$ cat config.mk
export PLATFORM = sky130hd
export DESIGN_NAME = mod_n_counter
export DESIGN_NICKNAME = d
export VERILOG_FILES = /design/src/rtl/mod_n_counter_pkg.sv /design/src/rtl/mod_n_digit.sv /design/src/rtl/mod_n_counter.sv
export SDC_FILE = /design/constraint.sdc
export NUM_CORES = 1
export LEC_CHECK = 0
export ABC_AREA = 1
export CAP_MARGIN = 20
export CORE_UTILIZATION = 34
export CTS_CLUSTER_SIZE = 40
export DETAILED_ROUTE_END_ITERATION = 10
export GPL_TIMING_DRIVEN = 0
export MAX_ROUTING_LAYER = met4
export PLACE_DENSITY = 0.68
export RECOVER_POWER = 25
export SYNTH_ARGS = -nofsm -noshare
export SYNTH_HDL_FRONTEND = slang
export SYNTH_HIERARCHICAL = 1
export SYNTH_SLANG_ARGS = --single-unit
export TNS_END_PERCENT = 50
$ cat constraint.sdc
create_clock -name clk -period 1.76 [get_ports clk]
set_input_delay 0.264 -clock clk [delete_from_list [all_inputs] [get_ports clk]]
set_output_delay 0.264 -clock clk [all_outputs]
set_load 0.005 [all_outputs]
$ cat src/rtl/mod_n_counter_pkg.sv
// Shared constants and parameter-legality check for the cascaded mod-N counter.
// Optional feature macro: MOD_N_COUNTER_DOWN_EN (adds up/down counting).
package mod_n_counter_pkg;

  localparam int DEF_DIGIT_W = 4;
  localparam int DEF_MODULUS = 10;
  localparam int DEF_DIGITS  = 2;
  localparam int MAX_DIGITS  = 8;

  localparam logic UP   = 1'b1;
  localparam logic DOWN = 1'b0;

  // Evaluated at elaboration; every digit value must be representable in DIGIT_W bits.
  function automatic bit params_legal(input int digit_w, input int modulus, input int digits);
    if (digit_w < 1 || digit_w > 30) return 1'b0;
    if (modulus < 2 || modulus > (1 << digit_w)) return 1'b0;
    if (digits < 1 || digits > MAX_DIGITS) return 1'b0;
    return 1'b1;
  endfunction

endpackage

$ cat src/rtl/mod_n_digit.sv
// One mod-N digit: synchronous load with out-of-range clamp, single step, terminal flag.
// Down counting is only built when MOD_N_COUNTER_DOWN_EN is defined.
module mod_n_digit
  import mod_n_counter_pkg::*;
#(
  parameter int DIGIT_W = DEF_DIGIT_W,
  parameter int MODULUS = DEF_MODULUS
) (
  input  logic               clk,
  input  logic               clear,
  input  logic               step,
  input  logic               dir,
  input  logic               load,
  input  logic [DIGIT_W-1:0] load_val,
  output logic [DIGIT_W-1:0] value,
  output logic               at_term
);

  localparam logic [DIGIT_W-1:0] MAX_V = DIGIT_W'(MODULUS - 1);

  logic [DIGIT_W-1:0] load_clamped;
  logic [DIGIT_W-1:0] stepped;
  logic [DIGIT_W-1:0] value_nxt;

  assign load_clamped = (load_val > MAX_V) ? '0 : load_val;

`ifdef MOD_N_COUNTER_DOWN_EN
  always_comb begin
    stepped = value;
    if (dir == UP) begin
      stepped = (value == MAX_V) ? '0 : value + 1'b1;
    end else begin
      stepped = (value == '0) ? MAX_V : value - 1'b1;
    end
  end

  assign at_term = (dir == UP) ? (value == MAX_V) : (value == '0);
`else
  logic unused_dir;
  assign unused_dir = dir;

  assign stepped = (value == MAX_V) ? '0 : value + 1'b1;
  assign at_term = (value == MAX_V);
`endif

  // Load wins over step; with neither the digit holds.
  always_comb begin
    value_nxt = value;
    if (load) begin
      value_nxt = load_clamped;
    end else if (step) begin
      value_nxt = stepped;
    end
  end

  always_ff @(posedge clk or negedge clear) begin
    if (!clear) begin
      value <= '0;
    end else begin
      value <= value_nxt;
    end
  end

endmodule

$ cat src/rtl/mod_n_counter.sv
// Synchronous (ripple-free) cascade of DIGITS mod-MODULUS digits with terminal-count output.
// MOD_N_COUNTER_DOWN_EN adds the up_dn port and down counting.
module mod_n_counter
  import mod_n_counter_pkg::*;
#(
  parameter int DIGIT_W = DEF_DIGIT_W,
  parameter int MODULUS = DEF_MODULUS,
  parameter int DIGITS  = DEF_DIGITS
) (
  input  logic                       clk,
  input  logic                       clear,
  input  logic                       en,
  input  logic                       load,
  input  logic [DIGITS*DIGIT_W-1:0]  load_val,
`ifdef MOD_N_COUNTER_DOWN_EN
  input  logic                       up_dn,
`endif
  output logic [DIGITS*DIGIT_W-1:0]  q,
  output logic                       tc
);

  generate
    if (!params_legal(DIGIT_W, MODULUS, DIGITS)) begin : g_illegal_params
      $error("mod_n_counter: illegal DIGIT_W/MODULUS/DIGITS combination");
    end
  endgenerate

  logic              dir;
  logic [DIGITS-1:0] at_term;
  // carry[k] is high when every digit below k sits at its terminal value.
  logic [DIGITS:0]   carry;

`ifdef MOD_N_COUNTER_DOWN_EN
  assign dir = up_dn;
`else
  assign dir = UP;
`endif

  assign carry[0] = 1'b1;

  for (genvar g = 0; g < DIGITS; g++) begin : g_digit
    mod_n_digit #(
      .DIGIT_W (DIGIT_W),
      .MODULUS (MODULUS)
    ) u_digit (
      .clk      (clk),
      .clear    (clear),
      .step     (en & carry[g]),
      .dir      (dir),
      .load     (load),
      .load_val (load_val[g*DIGIT_W +: DIGIT_W]),
      .value    (q[g*DIGIT_W +: DIGIT_W]),
      .at_term  (at_term[g])
    );

    assign carry[g+1] = carry[g] & at_term[g];
  end

  // Gated by clear: in down mode the reset value 0 is itself terminal.
  assign tc = clear & en & ~load & carry[DIGITS];

endmodule

---- Word level (Yosys, flattened, before mapping) ----
Cells that the tools add are included.
storage, ports and cells
  memories kept ........................... 0
  RAM bits ................................ 0
  memory bits (read-only) ................. 0
  bits in registers ....................... 8
  latch bits .............................. 0
  word-level logic and storage cells ...... 24
  bits of input ports ..................... 12
operators by class
  equality and inequality tests ........... 2
  reductions and logical operators ........ 2
  order comparisons ....................... 2
  multipliers ............................. 0
  $add $sub $neg .......................... 2
  shift-type cells ........................ 0
  multiplexer cells ....................... 8
  div/mod/pow operators ................... 0
  bitwise gates (word level) .............. 6
operators with widths
  cell                 number
  $mux 4               8
  $add 4x1->4 const B  2
  $eq 4x4->1 const B   2
  $gt 4x4->1 const B   2
  $and 1x1->1          5
  $reduce_bool 2->1    2
  $not 1->1            1

---- Depth between registers and ports, before layout ----
Gate-level depths: netlist of the first run.
  word-level depth ........................ 4
  mapped depth ............................ 9

---- Cells and area by module ----
The synthesis of the first run kept the hierarchy.
modules (own cells, without submodules)
  module         seq. area each (µm²)  cells each  area an instance (µm²)  times used
  mod_n_digit    100.1                 43          309.0                   2
  mod_n_counter  0.0                   6           31.3                    1

---- Least setup slack after synthesis of the first run ----
OpenSTA, ideal clock, no wires.
  kind .................................... register to register
  from .................................... reg g_digit[0].u_digit.value[1]
  to ...................................... reg g_digit[1].u_digit.value[1]
  stages on the path, launching flop included .. 10
  data arrival time ....................... 1,195 ps
  path buffers ............................ 0
  required time ........................... 1,638 ps
  path slack .............................. 444 ps
  cell sequence ........................... dfrtp_1 -> inv_1 -> nand2_1 -> nor2_1 -> nand2_1 -> inv_1 -> nor2_8 -> a21oi_2 -> or2_1 -> nand3_2
on the way
  word-level cells in the longest chain between the ends .. 3
ends and longest elaborated chain
  element                             RTL line             source
  start, declared                     mod_n_digit.sv:15    output logic [DIGIT_W-1:0] value,
  start signal, assigned              mod_n_digit.sv:60    value <= value_nxt;
  $eq 4x4->1                          mod_n_digit.sv:43    assign at_term = (value == MAX_V);
  net at_term[0]                      mod_n_counter.sv:29  logic [DIGITS-1:0] at_term;
  $and 1x1->1                         mod_n_counter.sv:48  .step (en & carry[g]),
  $reduce_bool 2->1 (no source line)  n/a
  end signal, assigned                mod_n_digit.sv:60
  end, declared                       mod_n_digit.sv:15
The timed path passes the listed nets, and every way through them passes these cells.
A chain may end at the register's enable or synchronous reset.

---- Worst setup path in the final report of the first run ----
  from .................................... reg g_digit[1].u_digit.value[3]
  to ...................................... out tc
on the way
  word-level cells in the longest chain between the ends .. 3
ends and longest elaborated chain
  element         RTL line             source
  $eq 4x4->1      mod_n_digit.sv:43
  net at_term[1]  mod_n_counter.sv:29
  $and 1x1->1     mod_n_counter.sv:56  assign carry[g+1] = carry[g] & at_term[g];
  $and 1x1->1     mod_n_counter.sv:60  assign tc = clear & en & ~load & carry[DIGITS];
  end, declared   mod_n_counter.sv:19  output logic tc
The timed path passes the listed nets, and every way through them passes these cells.

==> flow_metrics.tcl, run 1 <==
set metrics [dict create \
    syn_area_per_cell_sq_um 7.09 \
    postSynthCellCount 91 \
    ff2ff_setup_slack_ns 0.35 \
    slew_viol_final 0 \
    grt_max_degree 10 \
    worstPathArrival_ns 1.36 \
    p_sw_uw 224 \
    place_hpwl_microns 1180 \
    rsz0062_at_grt "false" \
    critPathMaxFanout 6 \
    io_buffers 20 \
    dp_slack_ns -0.220 \
    die_h_microns 45.6 \
    cts_tree "built" \
    drive_gt1_share_pct 23.0 \
    m1WireLength_microns 740 \
    power_frac_seq_pct 35.4 \
    rows 15 \
    cts-root-buf "clkbuf_4" \
    timing_hold_violations_final 0 \
    grt_pass1_wl_microns 2730 \
    r2r-end "g_digit[1].u_digit/value[1]" \
    cp.required_ns 1.50 \
    final_area_sq_um 963 \
    pin_count 21 \
    crit_path_end_kind "output port" \
    gp_congestion 0.831 \
    largest_reg_flops 8 \
    num_antenna_cells 0 \
    overflow 0 \
    cts_hold_buf 0 \
    wl_per_cell_microns 10.6 \
    cp-start-kind "flop" \
    grt_pass1_vias 643 \
    clock.fmax_mhz 617 \
    top_regs "g_digit.u_digit/value x8" \
    wl_met2_microns 742 \
    drt_wl_total_microns 1560 \
    cp-endpoint "tc" \
    crit_start "g_digit[1].u_digit/value[3]" \
    die_w_microns 45.6 \
    core-area_sq_um 1750 \
    top_register "g_digit.u_digit/value" \
    r2r_cells 9 \
    vias 709 \
    switching_share_pct 33.4 \
    h-tree-depth 1 \
    power.density_nw_per_um2 694 \
    synth_nets 103 \
    fin_ws_ns 0.140 \
    drc_errors 0 \
    track_usage_pct 18.8 \
    period_minus_slack_ns 1.62 \
    p_clk_share_pct 21.1 \
    syn_to_final_growth_pct 49.2 \
    cts.sinks 8 \
    final_nets 136 \
    p_comb_share_pct 43.5 \
    dieArea_sq_um 2080 \
    status "finished, final reports clean" \
    antenna_found_initial 0 \
    synth_area_sq_um 646 \
    clkLatencyLatePin_ns 0.26 \
    cap_violations 0 \
    cts_buffer_depth 2 \
    p_leak_uw 0.000477 \
    fin_worst_skew_ns 0.0146 \
    start_util_pct 37.0 \
    highest_layer "met3" \
    drtIter0Drc 16 \
    path_clk_slew_ns 0.06 \
    crit_type "reg -> out" \
    tightest_slew_ns 0.411 \
    fin_hold_ws_ns 0.0313 \
    maxSlewHeadroom_pct 72.6 \
    period_share_pct 92.1 \
    vias_per_cell 4.82 \
    ant_nets 0 \
    setup_viol 0 \
    tns_ns 0 \
    firstDrtPassIters 4 \
    cts_buffers 3 \
    internal-power_uw 445 \
    wl_met3_microns 78 \
    ys_warn_count 6 \
    hold_class "in -> async" \
    peakVddDrop_mv 0.450 \
    place_area_sq_um 877 \
    crit-reg2reg-launch "g_digit[0].u_digit/value[2]" \
]
routing by layer:
layer / vias to the layer above / GRT usage [%]
li1: 362 / -
met1: 331 / 24.8
met2: 16 / 27.7
met3: 0 / 7.54
met4: 0 / 1.82
met5: - / -
cell type report:
| cell class | count | area, sq um |
|---|---|---|
| inverter | 16 | 60.1 |
| clock buffer | 3 | 22.5 |
| buffer | 2 | 22.5 |
| sequential | 8 | 201 |
| multi-input combinational | 65 | 368 |
| timing repair buffer | 28 | 258 |
| fill | 173 | 782 |
| tap | 25 | 31.3 |
layout by cell type, fill, tap and decap left out, drive strengths merged:
master / instances
nand2: 23
clkdlybuf4s50: 18
inv: 16
nand3: 11
nor2: 11
buf: 10
dfrtp: 8
a21oi: 8
clkbuf: 3
nand4: 2
nor3: 2
o22ai: 2
or2: 2
o21ai: 2
a22oi: 2
dlygate4sd2: 2
power by group through the flow:
stage          clock network, uW  registers (uW)  logic, uW
5_1_grt                      155             240        325
4_1_cts                      146             237        289
3_3_place_gp                   0             252        226
3_5_place_dp                   0             254        231
6_report                     141             237        291
2_1_floorplan                  0             248        119
how the worst min path moves through the flow:
stage / from / to / slack (ns) / depth (start not counted)
6_report: clear / g_digit[1].u_digit/value[1] / 0.03 / 1
5_1_grt: clear / g_digit[1].u_digit/value[1] / 0.07 / 1
4_1_cts: clear / g_digit[1].u_digit/value[1] / 0.04 / 1
3_5_place_dp: clear / g_digit[0].u_digit/value[2] / 0.60 / 1
3_3_place_gp: clear / g_digit[0].u_digit/value[2] / 0.60 / 1
2_1_floorplan: clear / g_digit[0].u_digit/value[0] / -0.03 / 0
worst max-delay path: stages (launching register included):
cell           delay (ns)
dfrtp_1              0.43
nand2_1              0.09
nor2_2               0.18
nand3_2              0.09
nor2_2               0.08
dlygate4sd2_1        0.23
what timing repair did:
action | 4_1_cts | 5_1_grt
gates resized for setup | 7 | 0
setup endpoints to repair | 1 | 0
setup buffers | 8 | 0
stage by stage:
stage / util, % / std cells / total power (uW)
2_1_floorplan: - / 91 / 366
3_3_place_gp: 50.3 / 136 / 477
3_5_place_dp: 50.3 / 136 / 485
4_1_cts: 55.2 / 147 / 672
5_1_grt: 55.2 / 147 / 720
6_report: 55.2 / 147 / 669
Power figures use the tool's default switching activity.
==> run 2: changes to the inputs <==
GPL_ROUTABILITY_DRIVEN = 0   (was default)
==> results of run 2 <==
Same layout as run 1: the final DEF is identical, and so are final timing and power.
==> run 3: changes to the inputs <==
CORE_MARGIN = 2   (was default)
CTS_CLUSTER_SIZE = 8   (was 40)
PLACE_DENSITY = 0.7   (was 0.68)
SYNTH_HIERARCHICAL = default   (was 1)
==> run 3 against run 2 <==
- first-iteration DRC count decreased by 25%
- final area decreased by 15%
- global-route usage down 2.2 points
- die area fell by 3.6%
- wire length shrank 7.5%
- synthesized cell count fell by 4.4%
- critical path depth is 1 higher
- clock-buffer cell count stayed put
- area after synthesis shrank 13%
- sequential power increased by 8%
- clock power rose by 4%
- critical endpoint unchanged
- largest cell class unchanged
- highest routed layer unchanged
==> flow_metrics.tcl, run 3 <==
set metrics [dict create \
    drive_gt1_share_pct 12.6 \
    clkLatencyLatePin_ns 0.26 \
    synth_common_cells "nand2_1 (27), nand3_1 (14), inv_1 (11), dfrtp_1 (8), o21ai_0 (8)" \
    synth.area.top_cells "dfrtp_1 (35%), nand2_1 (18%), nand3_1 (12%), inv_1 (7.3%), o21ai_0 (7.1%)" \
    drc_errors 0 \
    crit_path_frequent_cell "nand2_2" \
    place_area_sq_um 785 \
    slew_viol_final 0 \
    seq_area_frac_synth_pct 35.5 \
    track_usage_pct 16.6 \
    layout_common_cells "nand2_1 (27), clkdlybuf4s50_1 (18), nand3_1 (14)" \
    ys_warn_count 0 \
    syn_to_final_growth_pct 45.5 \
    top_register "g_digit.u_digit.value" \
    timing_hold_violations_final 0 \
    overflow 0 \
    synth_edf_count 0 \
    largest_reg_flops 8 \
    ys_types 17 \
    wl_per_cell_microns 11.4 \
    place_hpwl_microns 1080 \
    num_antenna_cells 0 \
    period_share_pct 95.0 \
    async_flop_share_pct 100 \
    drt_wl_total_microns 1440 \
    fin_worst_skew_ns 0.00728 \
    synth_nets 99 \
    vias 625 \
    synth_top_cell_area_share_pct 35.5 \
    ys_ff_latch 8 \
    cp-start-kind "flop" \
    core-area_sq_um 1520 \
    peakVddDrop_mv 0.444 \
    io_buffers 20 \
    tightest_slew_ns 0.418 \
    die_h_microns 44.7 \
    rows 14 \
    grt_pass1_vias 562 \
    grt_pass1_wl_microns 2330 \
    syn_area_per_cell_sq_um 6.49 \
    critPathSlowestCell "dfrtp_1" \
    final_nets 125 \
    hold_class "in -> async" \
    synth_area_sq_um 564 \
    postSynthCellCount 87 \
    drtIter0Drc 12 \
    cts.sinks 8 \
    synth-main-ff-cell "dfrtp_1" \
    cts_buffers 3 \
    cts_buffer_depth 2 \
    h-tree-depth 1 \
    cap_violations 0 \
    crit_type "reg -> out" \
    grt_max_degree 11 \
    dieArea_sq_um 2000 \
    p_leak_uw 0.000392 \
    crit_path_max_incr_delay_ns 0.40 \
    start_util_pct 37.0 \
    cts-root-buf "clkbuf_4" \
    layout_commonest_cell "nand2_1" \
    firstDrtPassIters 4 \
    status "finished, final reports clean" \
    dp_slack_ns -0.312 \
    setup_viol 0 \
    top_regs "g_digit.u_digit.value x8" \
    power.density_nw_per_um2 776 \
    critPathMaxFanout 4 \
    pin_count 21 \
    maxSlewHeadroom_pct 72.2 \
    synth.most_common_cell "nand2_1" \
    crit_path_end_kind "output port" \
    ant_nets 0 \
    antenna_found_initial 0 \
    clock.fmax_mhz 598 \
    cts_tree "built" \
    vias_per_cell 4.92 \
    final_area_sq_um 821 \
    synth_top_cell_by_area "dfrtp_1" \
    die_w_microns 44.7 \
    worstPathArrival_ns 1.41 \
    fin_ws_ns 0.0873 \
    cp.required_ns 1.50 \
    path_clk_slew_ns 0.06 \
    period_minus_slack_ns 1.67 \
    crit_chain "inv_1, nand2_2, nor2_2, nand2_2, nor3_2, clkdlybuf4s15_1" \
]
==> run 3: critical path, delay by kind of cell, from the launching register on <==
family        cells  cell delay [ns]
buf+inv           2             0.32
simple gates      4             0.44
flops             1             0.40
==> run 3: logic make-up (layout without fill, tap and decap cells) <==
kind of cell / Yosys count / in the layout / share of synthesized area, %
compound gates: 11 / 11 / 10.4
xor+xnor: 1 / 1 / 1.55
flops: 8 / 8 / 35.5
buf+inv: 13 / 37 / 9.31
simple gates: 54 / 54 / 43.2
==> run 3: metal layers <==
metal	vias to the layer above	share of wire [%]	track usage [%]
met1	282	44	19.3
met3	0	4.2	6.00
met5	-	0	-
met4	0	0	3.64
met2	16	51	27.2
li1	327	-	-
==> run 3: final timing paths <==
kind	from	end	slack (ns)	depth (start not counted)
worst max-delay path	g_digit[0].u_digit.value[2]	tc	0.09	6
worst min-delay path	clear	g_digit[0].u_digit.value[1]	0.04	1
worst max register to register	g_digit[0].u_digit.value[2]	g_digit[1].u_digit.value[1]	0.66	8
worst min register to register	g_digit[1].u_digit.value[1]	g_digit[1].u_digit.value[1]	0.58	2
max in group asynchronous	clear	g_digit[1].u_digit.value[2]	1.43	1
min in group clk	g_digit[1].u_digit.value[1]	g_digit[1].u_digit.value[1]	0.58	2
==> run 3: metrics by stage <==
| step | instances | utilization [%] | hold WS [ns] | setup TNS (ns) | total power, uW |
|---|---|---|---|---|---|
| floorplan | 87 | - | -0.0316 | 0 | 365 |
| global placement | 123 | 51.5 | 0.561 | -0.289 | 480 |
| detailed placement | 123 | 51.5 | 0.575 | -0.312 | 483 |
| CTS | 126 | 52.8 | 0.0489 | 0 | 636 |
| global route | 127 | 53.9 | 0.0671 | -0.0232 | 691 |
| finish | 127 | 53.9 | 0.0362 | 0 | 637 |
==> run 3: report_power, final <==
group | switching (uW) | leakage (uW) | total, uW | internal [uW]
clock network | 68.8 | 0.0000138 | 147 | 78.5
logic | 109 | 0.000278 | 234 | 126
registers | 40.0 | 0.000100 | 255 | 215
==> run 3: layout make-up <==
class | instances | area, sq um
Multi-Input combinational cell | 66 | 319
Buffer | 1 | 7.51
Sequential cell | 8 | 200
Timing Repair Buffer | 21 | 206
Clock buffer | 3 | 22.5
Tap cell | 16 | 20.0
Inverter | 12 | 45.0
Fill cell | 163 | 703
==> run 3: timing repair <==
action	CTS	global route
gates resized for setup	2	3
pin swaps	0	0
buffers inserted	0	1
hold endpoints to repair	0	0
hold buffers	0	0
endpoints found under the setup margin	1	1
